### src/rtl/piso_pkg.sv
// Shared types and helpers for the parallel-in/serial-out serializer.
// Optional feature macro: PISO_PARITY_EN (appends an even-parity bit to each frame).
package piso_pkg;

   typedef enum logic {IDLE, SHIFT} piso_state_t;

   // Number of bits on sout per accepted word.
   function automatic int frame_len(input int width);
`ifdef PISO_PARITY_EN
      return width + 1;
`else
      return width;
`endif
   endfunction

endpackage

### src/rtl/piso_serializer_if.sv
// Load handshake and serial-side signals of the serializer, bundled as one interface.
// The producer/consumer environment uses the master modport, the serializer the slave one.
interface piso_serializer_if #(
   parameter int WIDTH = 8
) ();

   logic             s_valid;
   logic             s_ready;
   logic [WIDTH-1:0] s_data;
   logic             msb_first;
   logic             shift_en;
   logic             sout;
   logic             sout_valid;
   logic             frame_start;
   logic             frame_end;
   logic             busy;

   modport master (
      output s_valid, s_data, msb_first, shift_en,
      input  s_ready, sout, sout_valid, frame_start, frame_end, busy
   );

   modport slave (
      input  s_valid, s_data, msb_first, shift_en,
      output s_ready, sout, sout_valid, frame_start, frame_end, busy
   );

endinterface

### src/rtl/piso_serializer.sv
// Parallel-in/serial-out shift register with valid/ready load, per-word bit order,
// shift-enable stall and frame markers. Back-to-back words stream with no idle gap.
// Optional feature macro: PISO_PARITY_EN (even-parity bit after the data bits).
module piso_serializer
   import piso_pkg::*;
#(
   parameter int WIDTH = 8,
   parameter int CNT_W = $clog2(WIDTH + 1)
) (
   input  logic              clk,
   input  logic              clr_n,
   piso_serializer_if.slave  bus
);

   localparam int FL = frame_len(WIDTH);

   piso_state_t      state_reg;
   logic [FL-1:0]    sr_reg;
   logic [CNT_W-1:0] cnt_reg;
   logic             sout_valid_reg;
   logic             frame_start_reg;
   logic             frame_end_reg;
   logic             busy_reg;

   logic [WIDTH-1:0] data_rev;
   logic [FL-1:0]    load_val;
   logic             accept;

   // Bit-reversed copy of the input word: the register always shifts toward bit 0,
   // so MSB-first order is obtained by reversing at load time.
   generate
      for (genvar gi = 0; gi < WIDTH; gi++) begin : g_rev
         assign data_rev[gi] = bus.s_data[WIDTH-1-gi];
      end
   endgenerate

   // Value loaded into the shift register at accept; bit 0 is the first bit out.
   always_comb begin
      load_val = '0;
`ifdef PISO_PARITY_EN
      load_val = {^bus.s_data, (bus.msb_first ? data_rev : bus.s_data)};
`else
      load_val = bus.msb_first ? data_rev : bus.s_data;
`endif
   end

   assign bus.s_ready = clr_n && ((state_reg == IDLE) || (frame_end_reg && bus.shift_en));
   assign accept      = bus.s_valid && bus.s_ready;

   assign bus.sout        = sr_reg[0];
   assign bus.sout_valid  = sout_valid_reg;
   assign bus.frame_start = frame_start_reg;
   assign bus.frame_end   = frame_end_reg;
   assign bus.busy        = busy_reg;

   // Frame FSM: load on accept, advance one bit per enabled cycle, return to IDLE after the last bit.
   always_ff @(posedge clk) begin
      if (!clr_n) begin
         state_reg       <= IDLE;
         sr_reg          <= '0;
         cnt_reg         <= '0;
         sout_valid_reg  <= 1'b0;
         frame_start_reg <= 1'b0;
         frame_end_reg   <= 1'b0;
         busy_reg        <= 1'b0;
      end else if (accept) begin
         // Covers both a load from IDLE and the zero-gap reload in a frame's final cycle.
         state_reg       <= SHIFT;
         sr_reg          <= load_val;
         cnt_reg         <= '0;
         sout_valid_reg  <= 1'b1;
         frame_start_reg <= 1'b1;
         frame_end_reg   <= 1'b0;
         busy_reg        <= 1'b1;
      end else if (state_reg == SHIFT && bus.shift_en) begin
         if (frame_end_reg) begin
            state_reg       <= IDLE;
            sr_reg          <= '0;
            cnt_reg         <= '0;
            sout_valid_reg  <= 1'b0;
            frame_start_reg <= 1'b0;
            frame_end_reg   <= 1'b0;
            busy_reg        <= 1'b0;
         end else begin
            sr_reg          <= sr_reg >> 1;
            cnt_reg         <= cnt_reg + 1'b1;
            frame_start_reg <= 1'b0;
            frame_end_reg   <= (cnt_reg == CNT_W'(FL - 2));
         end
      end
   end

endmodule

### src/flat_wrapper.sv
// flat-port wrapper written by rule: the top's interface ports become plain ports
module piso_serializer_flat import piso_pkg::*;
#(
   parameter int WIDTH = 8,
   parameter int CNT_W = $clog2(WIDTH + 1)
)
  (clk, clr_n, bus_s_valid, bus_s_data, bus_msb_first, bus_shift_en, bus_s_ready, bus_sout, bus_sout_valid, bus_frame_start, bus_frame_end, bus_busy);
  piso_serializer_if #(.WIDTH(WIDTH)) bus_i ();
  input  logic clk;
  input  logic clr_n;
  input wire logic [$bits(bus_i.s_valid)-1:0] bus_s_valid;
  input wire logic [$bits(bus_i.s_data)-1:0] bus_s_data;
  input wire logic [$bits(bus_i.msb_first)-1:0] bus_msb_first;
  input wire logic [$bits(bus_i.shift_en)-1:0] bus_shift_en;
  output wire logic [$bits(bus_i.s_ready)-1:0] bus_s_ready;
  output wire logic [$bits(bus_i.sout)-1:0] bus_sout;
  output wire logic [$bits(bus_i.sout_valid)-1:0] bus_sout_valid;
  output wire logic [$bits(bus_i.frame_start)-1:0] bus_frame_start;
  output wire logic [$bits(bus_i.frame_end)-1:0] bus_frame_end;
  output wire logic [$bits(bus_i.busy)-1:0] bus_busy;
  assign bus_i.s_valid = bus_s_valid;
  assign bus_i.s_data = bus_s_data;
  assign bus_i.msb_first = bus_msb_first;
  assign bus_i.shift_en = bus_shift_en;
  assign bus_s_ready = bus_i.s_ready;
  assign bus_sout = bus_i.sout;
  assign bus_sout_valid = bus_i.sout_valid;
  assign bus_frame_start = bus_i.frame_start;
  assign bus_frame_end = bus_i.frame_end;
  assign bus_busy = bus_i.busy;
  piso_serializer #(.WIDTH(WIDTH), .CNT_W(CNT_W)) u_core (.clk(clk), .clr_n(clr_n), .bus(bus_i));
endmodule
### config.mk
export PLATFORM = sky130hd
export DESIGN_NAME = piso_serializer_flat
export DESIGN_NICKNAME = d
export VERILOG_FILES = /design/src/rtl/piso_pkg.sv /design/src/rtl/piso_serializer_if.sv /design/src/rtl/piso_serializer.sv /design/src/flat_wrapper.sv
export SDC_FILE = /design/constraint.sdc
export NUM_CORES = 1
export LEC_CHECK = 0
export ABC_AREA = 0
export BUFFER_PORTS_ARGS = -buffer_cell sky130_fd_sc_hd__buf_2
export CORE_MARGIN = 8
export CORE_UTILIZATION = 45
export CTS_BUF_LIST = sky130_fd_sc_hd__clkbuf_4
export DETAILED_ROUTE_END_ITERATION = 6
export PLACE_DENSITY = 0.73
export RECOVER_POWER = 100
export SYNTH_ARGS = -nofsm -noshare
export SYNTH_HDL_FRONTEND = slang
export SYNTH_SLANG_ARGS = --single-unit
### constraint.sdc
create_clock -name clk -period 1.45 [get_ports clk]
set_input_delay 0.0725 -clock clk [delete_from_list [all_inputs] [get_ports clk]]
set_output_delay 0.0725 -clock clk [all_outputs]
set_load 0.1 [all_outputs]
# Word level (Yosys, flattened, before mapping)
# Cells that the tools add are included.
# Widths: inputs -> output; s select.
# word_totals
ff_bits,15
in_bits,13
output_inout_bits,6
elab_cells,29
# op_classes
addsub,1
eq_ne,1
muxes,11
bitwise,2
n_reduce_logical,9
# op_table
op,n
$mux 8,3
$mux 7,1
$mux 1,6
$add 4x1->4 const B,1
$eq 4x3->1 const B,1
$logic_and 1x1->1,4
$mux 4,1
$reduce_bool 2->1,2
$not 1->1,2
$reduce_and 2->1,1
$reduce_or 2->1,1
$logic_or 1x1->1,1

# Longest topological paths before layout
# Gate-level depths: netlist of the first run.
# depth
word_depth,6
depth_mapped,5
depth_no_buf,5

# Least setup slack after synthesis of the first run
# No wires, ideal clock.
# synth_path
path_type,reg2out
startpoint,"register u_core.frame_end_reg, in the netlist u_core.bus.frame_end"
endpoint,output port bus_s_ready
t_arrival_ns,2.547
required_time_ns,1.378
slack_ns,-1.169
stages_incl_launch_ff,4
path_buffers,1
cell_sequence,dfxtp_1 a21boi_2 buf_2 nor2_1
# synth_between
elab_chain_len,3
# synth_rtl
element,line_no,rtl
from (decl),piso_serializer.sv:22,logic frame_end_reg;
from (signal assigned),piso_serializer.sv:88,frame_end_reg <= (cnt_reg == CNT_W'(FL - 2));
$logic_and 1x1->1,piso_serializer.sv:47,assign bus.s_ready = clr_n && ((state_reg == IDLE) || (frame_end_reg && bus.shift_en));
$logic_or 1x1->1,piso_serializer.sv:47,
$logic_and 1x1->1,piso_serializer.sv:47,
to (decl),flat_wrapper.sv:15,output wire logic [$bits(bus_i.s_ready)-1:0] bus_s_ready;
# Every way passes these cells.

==> results of run 1 <==
cells by family (layout without fill, tap and decap cells):
kind of cell	Yosys count	count (layout)	share of synthesized area
AOI/OAI and AO/OA	21	21	0.2144
xor gates and xnor gates	1	1	0.01050
adders and majority gates	2	2	0.02998
buffers and inverters	10	30	0.06445
DFF	15	15	0.3598
muxes	3	3	0.04347
and+or+nand+nor	41	41	0.2774
per-layer routing:
layer | vias to the layer above | part of all wire | routed length, um | track usage
met1 | 363 | 0.45 | 898 | 0.1415
li1 | 392 | - | - | -
met2 | 13 | 0.49 | 964 | 0.1947
met5 | - | 0 | 0 | 0
met3 | 4 | 0.049 | 97 | 0.04555
met4 | 0 | 0.012 | 24 | 0.04778
power by group through the flow:
stage / Sequential [W] / Combinational [W] / Clock (W)
CTS: 0.000442 / 0.000225 / 0.000269
global placement: 0.000451 / 0.000221 / 0
finish: 0.000443 / 0.000219 / 0.000265
detailed placement: 0.000452 / 0.000224 / 0
floorplan: 0.000499 / 0.000117 / 0
global route: 0.000445 / 0.000235 / 0.000285
per-stage QoR:
step	area [sq um]	hold WS, ns
after floorplan	849.6	0.1919
after global placement	984.7	0.3314
final	1003	0.03958
after CTS	1015	0.03470
after detailed placement	984.7	0.3375
after global routing	1003	0.06683
timing repair:
item | CTS | global route
resized for setup | 0 | 1
endpoints found under the setup margin | 0 | 12
endpoints found under the hold margin | 0 | 0
final timing paths:
path | slack, ns | end | cells past startpoint | startpoint
worst max-delay path | 0.08 | bus_sout_valid | 2 | u_core.state_reg
worst min-delay path | 0.04 | u_core.state_reg | 3 | bus_s_valid
worst max register to register | 0.15 | u_core.sr_reg[5] | 4 | u_core.state_reg
worst min register to register | 0.46 | u_core.bus.frame_start | 2 | u_core.bus.frame_start
cell type report:
cell class	instances	area (sq um)
clock buffer	4	30.03
sequential	15	307.8
tap	25	31.28
fill	170	742.0
inverter	2	7.507
timing repair buffer	24	141.4
multi-input combinational	68	485.5
critical path, stage by stage, from the launching register on:
cell	delay, ns
dfxtp_4	0.35
buf_4	0.18
clkbuf_2	0.48
layout by cell type (no fill, tap or decap), types with 2 or more instances in the layout:
cell       netlist  layout
nor2_1           7       6
or3_1            2       2
nand2_2          2       2
a311oi_1         6       7
o21ai_0          1       2
dfxtp_4          0       2
nand3_1          3       3
dfxtp_1         15      13
and3_1           2       2
buf_2            4      12
nand4b_1         7       7
nand2_1          9       9
clkbuf_2         0       5
buf_4            3       6
a2111oi_0        6       6
clkbuf_4         0       4
a21oi_1          2       2
ha_1             2       2
nor2b_1          7       7
==> impl_metrics.ini, run 1 <==
[outcome]
status = finished, final reports clean

[timing]
max_freq_mhz = 732.2
final.setup.tns_ns = 0
slew_viol_final = 0
hold_viol = 0
worst_pin_slew_ns = 0.5204
post-route-min-period_ns = 1.366
fin_ws_ns = 0.08419
rsz0062_at_grt = false
skew_ns = 0.002835
setup_viol = 0
period_share = 0.9419
max_slew_margin = 0.6441

[route]
wl_per_cell_um = 14.38
drt_pass1_iterations = 4
ant_nets = 0
remaining_drc_errors = 0
avgViaCountPerCell = 5.594
wl_um = 1985
drt_iter0_drc = 26
vias = 772

[floorplanning]
die_area_sq_um = 3489
die_w_um = 59.07
die_h_um = 59.07
rows = 15
io_pins = 19
core_sq_um = 1745
initial_core_util = 0.4781

[worst_setup_path]
path_class = flop to output port
arrival_ns = 1.29
end_kind = output port
critPathLaunchType = flop
required_ns = 1.38
cp_max_fo = 13

[clock_tree]
clockRootBuffer = clkbuf_4
clk_latency_ns = 0.29
clk_pin_slew_ns = 0.09
cts_buffer_depth = 2
cts_max_level = 1
clkSinkCount = 15
cts_setup_buffers = 0
ctsHoldBuffers = 0
numCtsBuffers = 3
cts_tree = built

[logic_synthesis]
ys_seq_area_frac = 0.3598
synth_top_area_share = 0.3598
avgSynthCellArea_sq_um = 8.974
synthArstFlopShare = 0
synth_cells = 93
yosysMostFrequentCell = dfxtp_1
synth-edff-count = 0
yosys_most_used_dff = dfxtp_1
netlist_top_cells_area = dfxtp_1, nand4b_1, a2111oi_0, a311oi_1, nor2b_1
yosysWarnings = 0
synth_fp_nets = 108
syn_area_sq_um = 834.6
netlist_top_cells_count = dfxtp_1, nand2_1, nand4b_1, nor2_1, nor2b_1
yosys.area.top_type = dfxtp_1
synth_seq_cells = 15
yosys.cell_types.count = 31

[global_route]
track_usage = 0.1214
grt_max_degree = 16
grt_pass1_wl_um = 3346
antenna_found_initial = 0
grt_pass1_vias = 737
grt_overflow = 0

[layout]
diodes = 0
largest_reg_flops = 8
area_growth_pct = 20.24
drive_gt1_frac = 0.3097
finalNonFillerCells = 138
num-nets-final = 129
fin_util = 0.5749

[hold_path]
hold_path.class = input port to flop

[power_and_ir_drop]
p_int_w = 0.0006219
ir_drop_uv = 566.3
clockPowerShare = 0.286
switchingPower_w = 0.0003050
power_per_cell_area_nw_per_um2 = 923.7
switching_share = 0.3290
power_frac_comb = 0.236
power_w = 0.0009269
pwr-share-seq = 0.478
p_leak_nw = 0.3966

[place]
portBuffers = 18
hpwl_um = 1470
dp.cells = 134
pre_cts_slack_ns = 0.02232
place.gp.congestion = 0.7632

[run]
max_cap_viol_count = 0
(Power assumes the default switching activity.)
==> inputs of run 2 (changes only) <==
==> constraint.sdc (replaced) <==
create_clock -name clk -period 1.6 [get_ports clk]
set_input_delay 0.08 -clock clk [delete_from_list [all_inputs] [get_ports clk]]
set_output_delay 0.08 -clock clk [all_outputs]
set_load 0.1 [all_outputs]
==> impl_metrics.ini, run 2 (synthesized netlist as in run 1, its figures left out) <==
[outcome]
status = finished, final reports clean

[place]
pre_cts_slack_ns = -0.06292
hpwl_um = 1443
place_area_sq_um = 949.7
dp.cells = 132
place.gp.congestion = 0.7884
portBuffers = 18

[clock_tree]
clkSinkCount = 15
clockRootBuffer = clkbuf_4
cts_buffer_depth = 2
cts_tree = built
cts_max_level = 1
clk_pin_slew_ns = 0.09
numCtsBuffers = 3
ctsHoldBuffers = 0
clk_latency_ns = 0.28

[worst_setup_path]
arrival_ns = 1.64
r2r_cells = 4
worstReg2RegEnd = u_core.cnt_reg[1]
path_class = flop to flop
critPathLaunchType = flop
cp_max_fo = 13
r2r_slack_ns = 0.13
required_ns = 1.78
end_kind = flop
crit_path_start = u_core.state_reg
reg2reg_from = u_core.state_reg

[global_route]
grt_pass1_wl_um = 3339
antenna_found_initial = 0
grt_pass1_vias = 754
grt_overflow = 0
grt_max_degree = 16
track_usage = 0.1182

[power_and_ir_drop]
ir_drop_uv = 782.2
power_per_cell_area_nw_per_um2 = 844.9
p_leak_nw = 0.3885
switchingPower_w = 0.0002699
clockPowerShare = 0.280
p_int_w = 0.0005610
pwr-share-seq = 0.486
power_frac_comb = 0.234
switching_share = 0.3248

[layout]
area_growth_pct = 17.84
fin_util = 0.5634
fillers = 171
multi_input_area_sq_um = 495.5
regArea_sq_um = 301.5
layout_commonest_cell = buf_2
final_cell_mix = buf_2, dfxtp_1, nand2_1
largest_reg_flops = 8
drive_gt1_frac = 0.3063
num-nets-final = 127
finalNonFillerCells = 136
diodes = 0
final_area_sq_um = 983.4

[route]
remaining_drc_errors = 0
avgViaCountPerCell = 5.831
vias = 793
wl_per_cell_um = 14.65
drt_iter0_drc = 21
ant_nets = 0
wl_um = 1993
drt_pass1_iterations = 4

[timing]
max_slew_margin = 0.6404
fin_ws_ns = 0.1325
slew_viol_final = 0
rsz0062_at_grt = false
hold_ws_ns = 0.06279
period_share = 0.9172
setup_viol = 0
hold_viol = 0
skew_ns = 0.003204
worst_pin_slew_ns = 0.5418
max_freq_mhz = 681.5
post-route-min-period_ns = 1.467

[floorplanning]
io_pins = 19
die_area_sq_um = 3489
die_w_um = 59.07
initial_core_util = 0.4781
core_sq_um = 1745
die_h_um = 59.07
rows = 15

[hold_path]
hold_path.class = input port to flop
holdPathEnd = u_core.state_reg
hold_depth = 3
worstHoldStart = bus_s_valid

[run]
max_cap_viol_count = 0
run 2: timing repair:
action,in CTS,in global routing
gates resized for setup,1,1
setup buffers,0,0
gates cloned,0,0
endpoints found under the setup margin,9,8
run 2: worst max-delay path, stage by stage (launching register included):
cell	delay (ns)
dfxtp_1	0.34
clkbuf_2	0.27
nand2_2	0.22
mux2_4	0.34
and3_1	0.18
run 2: layout make-up:
cell class / count / share of cell area
inverter: 2 / 0.007634
multi-input combinational: 68 / 0.5038
clock buffer: 4 / 0.03053
sequential: 15 / 0.3066
tap: 25 / 0.03181
timing repair buffer: 22 / 0.1196
run 2: layer usage:
metal | GRT usage | vias up | routed length, um
met3 | 0.04338 | 0 | 143
met1 | 0.1388 | 382 | 860
li1 | - | 387 | -
met2 | 0.2040 | 24 | 989
met5 | 0 | - | 0
met4 | 0.01365 | 0 | 0
run 2: metrics by stage:
step | total power (W) | TNS [ns]
2_1_floorplan | 0.0005607 | 0
3_3_place_gp | 0.0006009 | 0
3_5_place_dp | 0.0006056 | -0.3709
4_1_cts | 0.0008375 | 0
5_1_grt | 0.0008738 | 0
6_report | 0.0008310 | 0
run 2: worst max path at each step:
stage / to / slack (ns) / cells past startpoint
6_report: u_core.cnt_reg[1] / 0.13 / 4
5_1_grt: u_core.cnt_reg[1] / 0.07 / 4
4_1_cts: bus_s_ready / 0.08 / 3
3_5_place_dp: u_core.sr_reg[3] / -0.06 / 3
3_3_place_gp: u_core.sr_reg[4] / 0.04 / 3
2_1_floorplan: u_core.sr_reg[5] / 0.01 / 4
run 2: power by group through the flow:
stage | combinational, W | sequential [W] | clock, W
global route | 0.000208 | 0.000407 | 0.000259
floorplan | 0.000106 | 0.000454 | 0
finish | 0.000194 | 0.000404 | 0.000233
CTS | 0.000194 | 0.000404 | 0.000239
global placement | 0.000189 | 0.000412 | 0
detailed placement | 0.000193 | 0.000413 | 0
